### config.mk
export PLATFORM = sky130hd
export DESIGN_NAME = sparc_tlu_pstate_priv
export DESIGN_NICKNAME = d
export VERILOG_FILES = /design/src/rtl/sparc_tlu_priv_pkg.sv /design/src/rtl/sparc_tlu_priv_thr.sv /design/src/rtl/sparc_tlu_pstate_priv.sv
export SDC_FILE = /design/constraint.sdc
export NUM_CORES = 1
export LEC_CHECK = 0
export BUFFER_PORTS_ARGS = -buffer_cell sky130_fd_sc_hd__buf_2
export CAP_MARGIN = 10
export CORE_MARGIN = 2
export CORE_UTILIZATION = 60
export DETAILED_ROUTE_END_ITERATION = 12
export GPL_ROUTABILITY_DRIVEN = 0
export GPL_TIMING_DRIVEN = 0
export PLACE_DENSITY_LB_ADDON = 0.05
export SLEW_MARGIN = 30
export SYNTH_ARGS = -nofsm -noshare
export SYNTH_HDL_FRONTEND = slang
export SYNTH_SLANG_ARGS = --single-unit
### constraint.sdc
create_clock -name rclk -period 3.35 [get_ports rclk]
set_input_delay 1.005 -clock rclk [delete_from_list [all_inputs] [get_ports rclk]]
set_output_delay 1.005 -clock rclk [all_outputs]
set_load 0.005 [all_outputs]
### src/rtl/sparc_tlu_priv_pkg.sv
// rtl/sparc_tlu_priv_pkg.sv - shared sizes, types and FSM encoding for the TLU privilege block
// Optional feature macro used by this slice: TLU_PRIV_WR_CHK_EN.
package sparc_tlu_priv_pkg;

  localparam int NUM_THR = 4;
  localparam int MAXTL   = 6;
  localparam int TLW     = 3;

  typedef logic [1:0]     thr_id_t;
  typedef logic [TLW-1:0] tl_t;

  localparam tl_t MAX_TL = tl_t'(MAXTL);

  typedef enum logic {
    IDLE = 1'b0,
    ACK  = 1'b1
  } trap_fsm_e;

endpackage

### src/rtl/sparc_tlu_priv_thr.sv
// rtl/sparc_tlu_priv_thr.sv - per-thread PRIV, trap level, save stack and RED flag
// Priority between same-cycle strobes is resolved here: trap > done > wrpr.
module sparc_tlu_priv_thr
  import sparc_tlu_priv_pkg::*;
(
  input  logic rclk,
  input  logic reset,
  input  logic trap_go,
  input  logic done_go,
  input  logic wr_go,
  input  logic wr_priv,
  output logic priv,
  output tl_t  tl,
  output logic red
);

  logic [MAXTL-1:0] stack;
  tl_t              tl_dec;

  assign tl_dec = tl - tl_t'(1);

  always_ff @(posedge rclk) begin
    if (reset) begin
      priv  <= 1'b1;
      tl    <= '0;
      red   <= 1'b0;
      stack <= '0;
    end else if (trap_go) begin
      priv <= 1'b1;
      // A trap at MAXTL has nowhere to save state, so it only enters RED.
      if (tl < MAX_TL) begin
        stack[tl] <= priv;
        tl        <= tl + tl_t'(1);
      end else begin
        red <= 1'b1;
      end
    end else if (done_go) begin
      if (tl != '0) begin
        priv <= stack[tl_dec];
        tl   <= tl_dec;
      end
    end else if (wr_go) begin
      priv <= wr_priv;
    end
  end

endmodule

### src/rtl/sparc_tlu_pstate_priv.sv
// rtl/sparc_tlu_pstate_priv.sv - TLU PSTATE.PRIV / TL owner: trap handshake, thread decode, error pulses
// TLU_PRIV_WR_CHK_EN blocks unprivileged wrpr attempts to raise PRIV and reports them on priv_viol.
module sparc_tlu_pstate_priv
  import sparc_tlu_priv_pkg::*;
(
  input  logic                   rclk,
  input  logic                   reset,
  input  logic                   trap_vld,
  input  thr_id_t                trap_thr,
  output logic                   trap_ack,
  input  logic                   done_vld,
  input  thr_id_t                done_thr,
  input  logic                   wrpr_vld,
  input  thr_id_t                wrpr_thr,
  input  logic                   wrpr_priv,
  output logic [NUM_THR-1:0]     tlu_lsu_pstate_priv,
  output logic [NUM_THR*TLW-1:0] tlu_tl,
  output logic [NUM_THR-1:0]     red_state,
  output logic                   done_err,
  output logic                   priv_viol
);

  trap_fsm_e          state;
  logic               trap_take;
  logic [NUM_THR-1:0] trap_dec;
  logic [NUM_THR-1:0] done_dec;
  logic [NUM_THR-1:0] wr_dec;
  logic [NUM_THR-1:0] wr_blk;
  logic [NUM_THR-1:0] tl_zero;
  logic               done_err_nxt;
  logic               priv_viol_nxt;

  assign trap_take = (state == IDLE) && trap_vld;

  for (genvar g = 0; g < NUM_THR; g++) begin : g_thr
    assign trap_dec[g] = trap_take && (trap_thr == thr_id_t'(g));
    assign done_dec[g] = done_vld  && (done_thr == thr_id_t'(g));
    assign wr_dec[g]   = wrpr_vld  && (wrpr_thr == thr_id_t'(g));
    assign tl_zero[g]  = (tlu_tl[g*TLW +: TLW] == '0);
`ifdef TLU_PRIV_WR_CHK_EN
    assign wr_blk[g]   = wrpr_priv && !tlu_lsu_pstate_priv[g];
`else
    assign wr_blk[g]   = 1'b0;
`endif

    sparc_tlu_priv_thr u_thr (
      .rclk    (rclk),
      .reset   (reset),
      .trap_go (trap_dec[g]),
      .done_go (done_dec[g]),
      .wr_go   (wr_dec[g] && !wr_blk[g]),
      .wr_priv (wrpr_priv),
      .priv    (tlu_lsu_pstate_priv[g]),
      .tl      (tlu_tl[g*TLW +: TLW]),
      .red     (red_state[g])
    );
  end

  // Pulses only count events that survived same-thread priority.
  assign done_err_nxt  = |(done_dec & ~trap_dec & tl_zero);
  assign priv_viol_nxt = |(wr_dec & wr_blk & ~trap_dec & ~done_dec);

  always_ff @(posedge rclk) begin
    if (reset) begin
      state     <= IDLE;
      trap_ack  <= 1'b0;
      done_err  <= 1'b0;
      priv_viol <= 1'b0;
    end else begin
      done_err  <= done_err_nxt;
      priv_viol <= priv_viol_nxt;
      case (state)
        IDLE: begin
          trap_ack <= trap_vld;
          if (trap_vld) state <= ACK;
        end
        ACK: begin
          trap_ack <= 1'b0;
          state    <= IDLE;
        end
        default: begin
          trap_ack <= 1'b0;
          state    <= IDLE;
        end
      endcase
    end
  end

endmodule

* Yosys cells after proc, flatten, opt, wreduce, memory -nomap -nowiden
Cells that the tools add are included.
Storage, ports and cells: word-level logic and storage cells 180, memories 0, RAM bits 0, ROM bits 0, input port bits 12, bits in registers 47, bits in latches 0
Cells by class: reduce and logical (&&, ||, !) cells 61, shifts and indexed selects 0, equality and inequality tests 17, divide/modulo/power cells 0, bitwise logic cells 8, $lt $le $gt $ge 16, multipliers 0, mux-type cells 51, $add $sub $neg 8
Operators by type and width (number):
- two-way mux 3 bit | 16
- less-than comparator 3 x 4 -> 1 bit, second input constant | 8
- bitwise mux 6 bit | 4
- AND reduction 2 bit | 12
- nonzero test 2 bit | 12
- two-way mux 1 bit | 21
- logical AND 1 bit | 17
- inequality test 2 bit, second input constant | 8
- adder 3 x 1 -> 3 bit, second input constant | 4
- binary-select mux 1 bit (select 3 bit) | 4
- demux 1 bit (select 3 bit) | 4
- equality test 2 bit, second input constant | 6
- greater-or-equal comparator 3 x 1 -> 1 bit, second input constant | 4
- logical NOT 3 bit | 4
- less-than comparator 3 bit, second input constant | 4
- AND reduction 3 bit | 4
- nonzero test 3 bit | 4
- subtractor 3 x 1 -> 3 bit, second input constant | 4
- bitwise AND 4 bit | 2
- OR reduction 2 bit | 4
- equality test 2 x 1 -> 1 bit, second input constant | 3
- logical NOT 2 bit | 3
- inverter 1 bit | 5
- inverter 4 bit | 1
- other kinds (2) | 3

* Longest topological paths before layout
depth after elaboration 7, depth in mapped cells 7, mapped depth without buffers 6

* Modules after synthesis
From an unflattened synthesis, not the netlist that was laid out.
Second synthesis, totals: cells, all modules 320, area total of the unflattened synthesis 2741.4 um2
Modules (own cells, without submodules):
- sparc_tlu_priv_thr (g_thr[0].u_thr ...) | cells an instance 72, area an instance 624.3 um2, instances 3, seq. area each 220.2 um2
- sparc_tlu_priv_thr (g_thr[3].u_thr) | cells an instance 73, area an instance 639.4 um2, instances 1, seq. area each 220.2 um2
- sparc_tlu_pstate_priv | cells an instance 31, area an instance 229.0 um2, instances 1, seq. area each 40.0 um2

* Worst setup path before layout
OpenSTA, ideal clock, no wires.
path type input to register, start in trap_thr[1], end reg g_thr[0].u_thr.stack[3], setup time 0.128 ns, required time 3.222 ns, stages on the path 4, buffers on the path 0, path slack 1.055 ns, data arrival time 2.167 ns, cell sequence or4b_4 > or4_1 > mux2i_1 > nor2_1
Between the ends: cells in the longest elaborated chain, start to end 3
RTL lines:
- from (decl) | RTL line sparc_tlu_pstate_priv.sv:9 | input thr_id_t trap_thr,
- logical NOT 2 bit | RTL line sparc_tlu_pstate_priv.sv:36 | assign trap_dec[g] = trap_take && (trap_thr == thr_id_t'(g));
- logical AND 1 bit | RTL line sparc_tlu_pstate_priv.sv:36
- AND reduction 2 bit (no source line)
- to (signal, indexed assignment) | RTL line sparc_tlu_priv_thr.sv:32 | stack[tl] <= priv;
- to (decl) | RTL line sparc_tlu_priv_thr.sv:17 | logic [MAXTL-1:0] stack;
Every way passes these cells. A chain may end at the register's enable or synchronous reset.

* Final worst setup path
start reg g_thr[2].u_thr.tl[0], end reg g_thr[2].u_thr.priv
Between the ends: cells in the longest elaborated chain, start to end 5
RTL lines:
- from (decl) | RTL line sparc_tlu_priv_thr.sv:13 | output tl_t tl,
- from (signal assigned) | RTL line sparc_tlu_priv_thr.sv:33 | tl <= tl + tl_t'(1);
- from (signal assigned) | RTL line sparc_tlu_priv_thr.sv:40 | tl <= tl_dec;
- subtractor 3 x 1 -> 3 bit | RTL line sparc_tlu_priv_thr.sv:20 | assign tl_dec = tl - tl_t'(1);
- via g_thr[2].u_thr.tl_dec[0] | RTL line sparc_tlu_priv_thr.sv:18 | tl_t tl_dec;
- binary-select mux 1 bit (select 3 bit) | RTL line sparc_tlu_priv_thr.sv:39 | priv <= stack[tl_dec];
- two-way mux 1 bit (not written as such) | RTL line sparc_tlu_priv_thr.sv:39
- two-way mux 1 bit | RTL line sparc_tlu_priv_thr.sv:38 | if (tl != '0) begin
- two-way mux 1 bit | RTL line sparc_tlu_priv_thr.sv:37 | end else if (done_go) begin
- to (signal assigned) | RTL line sparc_tlu_priv_thr.sv:39
- to (signal assigned) | RTL line sparc_tlu_priv_thr.sv:43 | priv <= wr_priv;
- to (decl) | RTL line sparc_tlu_priv_thr.sv:12 | output logic priv,
The timed path passes the listed nets, and every way through them passes these cells. The select of a mux whose other input is x is not followed.

==> flow_summary.yaml <==
outcome:
  status: "completed"
yosys:
  synth_most_common_cell: "dfxtp_1"
  synth-edff-count: 0
  ys_top_cells_by_count: "dfxtp_1, nor2_1, mux2i_1"
  synth_ff_type: "dfxtp_1"
  synth_cells: 313
  synth_area_sq_um: 2760
  synth.area.top_cells: "dfxtp_1, mux2i_1, nor2_1"
  yosys.area.top_type: "dfxtp_1"
  postSynthNetCount: 337
  avgSynthCellArea_sq_um: 8.81
  ys_seq_area_share_pct: 33.4
  yosysWarnings: 0
  synth_top_cell_area_share_pct: 33.4
  ys_async_sr_fraction_pct: 0
  synth.distinct_cells: 49
  ys_ff_latch: 46
placed_design:
  place_ws_ns: 0.774
  hpwl_microns: 4280
  placedCellCount: 397
  portBuffers: 32
finish:
  area_delta_synth_final_pct: 12.2
  fill_cells: 379
  nNetsFinal: 376
  antenna_cells: 0
  drive_above_1_share_pct: 16.7
  instances_no_fill: 405
worst_setup_path:
  cp-start-kind: "register"
  path_delay_family: "multiplexers"
  crit_arrival_ns: 2.61
  crit-reg2reg-launch: "g_thr[2].u_thr.tl[0]"
  crit_end: "g_thr[2].u_thr.priv"
  timing.rr.end: "g_thr[2].u_thr.priv"
  crit_chain: "clkbuf_1, inv_1, ha_1, mux4_2, nand2_1, a311oi_1, a2111o_1"
  max_stage_delay_ns: 0.52
  end_kind: "register"
  r2r.worst_path.cells: 7
  crit_slowest_cell: "mux4_2"
  r2r_slack_ns: 0.93
  crit_buf_inv: 2
  worstSetupStartpoint: "g_thr[2].u_thr.tl[0]"
  critPathKind: "reg2reg"
  path_depth: 7
  required_ns: 3.53
  path_max_fanout: 8
clock_network:
  cts_num_sinks: 46
  insertion_delay_ns: 0.30
  cts_buffers: 5
  cts_resized: 0
  clockBufferDepth: 2
  htreeDepth: 2
  postCtsSetupRepairBufs: 0
  holdBufCountCts: 0
  cts_tree: "yes"
  clkTransAtPathRegs_ns: 0.08
  cts_root_buf: "clkbuf_8"
grt:
  antenna_found_initial: 0
  grt_pass1_wl_microns: 10400
  grt_use_total_pct: 24.8
  first_global_vias: 2317
  grt_max_degree: 14
  grt_overflow: 0
hold_path:
  hp-class: "reg2reg"
floorplan:
  io_pins: 35
  die_y_microns: 71.8
  design.core.area_sq_um: 4380
  rows: 24
  dieArea_sq_um: 5150
  initial_core_util_pct: 62.9
  die_w_microns: 71.8
detailed_routing:
  drtIter0Drc: 146
  drt-vias-per-instance: 6.03
  drc_errors: 0
  wl_per_cell_microns: 14.9
  drtPass1Iterations: 4
  drt_wl_total_microns: 6030
  ant_nets: 0
  vias: 2441
sta:
  fin_skew_ns: 0.00621
  drv_slew: 0
  whs_ns: 0.481
  max_freq_ghz: 0.413
  finalSetupTns_ns: 0
  rsz0062_at_grt: "no"
  final.min_clock_period_ns: 2.42
  hold_viol_final: 0
  slew_headroom_pct: 57.8
  setup_slack_ns: 0.928
  finalCritPeriodShare_pct: 72.3
  tightestPinTransition_ns: 0.631
  setup_violations: 0
flow_run:
  cap_violations: 0
power_and_ir_drop:
  power.density_nw_per_um2: 443
  total_power_uw: 1370
  p_leak_uw: 0.00136
  peakVddDrop_uv: 302
## registers in the layout, summed over array words and instances, names as in the netlist
signal             count
g_thr.u_thr.stack     24
g_thr.u_thr.tl        12
g_thr.u_thr.priv       4
g_thr.u_thr.red        4
done_err               1
state                  1
## cells in the final DEF (no fill, tap or decap), types with 2 or more instances in the layout
cell / n
dfxtp_1: 46
or4_1: 4
nand3b_1: 4
nand3_1: 18
a21oi_1: 17
nor4_1: 5
and3b_1: 4
mux4_2: 4
ha_1: 12
a211oi_1: 3
nor3_1: 4
or3_1: 4
nand4bb_1: 2
and4_1: 4
mux2i_1: 30
mux2_2: 2
inv_1: 12
a2111o_1: 2
a311oi_1: 4
o31ai_1: 2
nor3b_1: 3
clkbuf_8: 8
nand4_1: 4
nor2b_1: 2
buf_2: 33
buf_4: 9
clkbuf_1: 17
xnor2_1: 4
and3_1: 6
a221oi_1: 4
o21ai_0: 9
nor2_1: 42
nand2b_1: 5
nand2_1: 8
## metal layers
metal | part of all wire (%) | up-vias | track usage [%]
li1 | - | 1221 | -
met1 | 46 | 1133 | 33.0
met2 | 45 | 77 | 39.8
met3 | 6.7 | 10 | 5.20
met4 | 1.8 | 0 | 9.22
met5 | 0 | - | 0
## through the flow
| stage | util, % | area [sq um] |
|---|---|---|
| 2_1_floorplan | - | 2760 |
| 3_3_place_gp | 68.0 | 2980 |
| 3_5_place_dp | 68.0 | 2980 |
| 4_1_cts | 70.5 | 3090 |
| 5_1_grt | 70.5 | 3090 |
| 6_report | 70.5 | 3090 |
## power by group
group	leakage (uW)	internal, uW	switching, uW
registers	0.000373	578	38.4
clock network	0.0000575	209	187
logic	0.000926	148	210
## how the worst min path moves through the flow
stage                       start            endpoint  slack (ns)  depth (start not counted)
3_3_place_gp   g_thr[3].u_thr.red  g_thr[3].u_thr.red        0.45                          2
4_1_cts        g_thr[2].u_thr.red  g_thr[2].u_thr.red        0.49                          2
2_1_floorplan  g_thr[0].u_thr.red  g_thr[0].u_thr.red        0.44                          2
5_1_grt        g_thr[0].u_thr.red  g_thr[0].u_thr.red        0.51                          2
3_5_place_dp   g_thr[2].u_thr.red  g_thr[2].u_thr.red        0.47                          2
6_report       g_thr[2].u_thr.red  g_thr[2].u_thr.red        0.48                          2
## area by class of cell
| type | instances | area (sq um) | area share [%] |
|---|---|---|---|
| multi-input combinational | 228 | 1660 | 53.5 |
| clock buffer | 8 | 110 | 3.56 |
| buffer | 27 | 136 | 4.41 |
| timing repair buffer | 32 | 160 | 5.18 |
| sequential | 46 | 921 | 29.8 |
| inverter | 12 | 45.0 | 1.46 |
| tap | 52 | 65.1 | 2.10 |
## cells by family (layout without fill, tap and decap cells)
group / after synthesis / count (layout) / share of synthesized area (%)
compound gates: 49 / 49 / 12.0
xor+xnor: 4 / 4 / 1.27
fa+ha+maj: 12 / 12 / 5.44
buf+inv: 39 / 79 / 6.58
flops: 46 / 46 / 33.4
mux: 36 / 36 / 15.0
other cells: 1 / 1 / 0.136
simple gates: 126 / 126 / 26.2
## tightest hold or removal path: cells and delay by family (launching register included)
kind | cells | cell delay (ns)
DFF | 1 | 0.34
and+or+nand+nor | 2 | 0.11
Note: power is estimated with default switching activity, not from simulation.
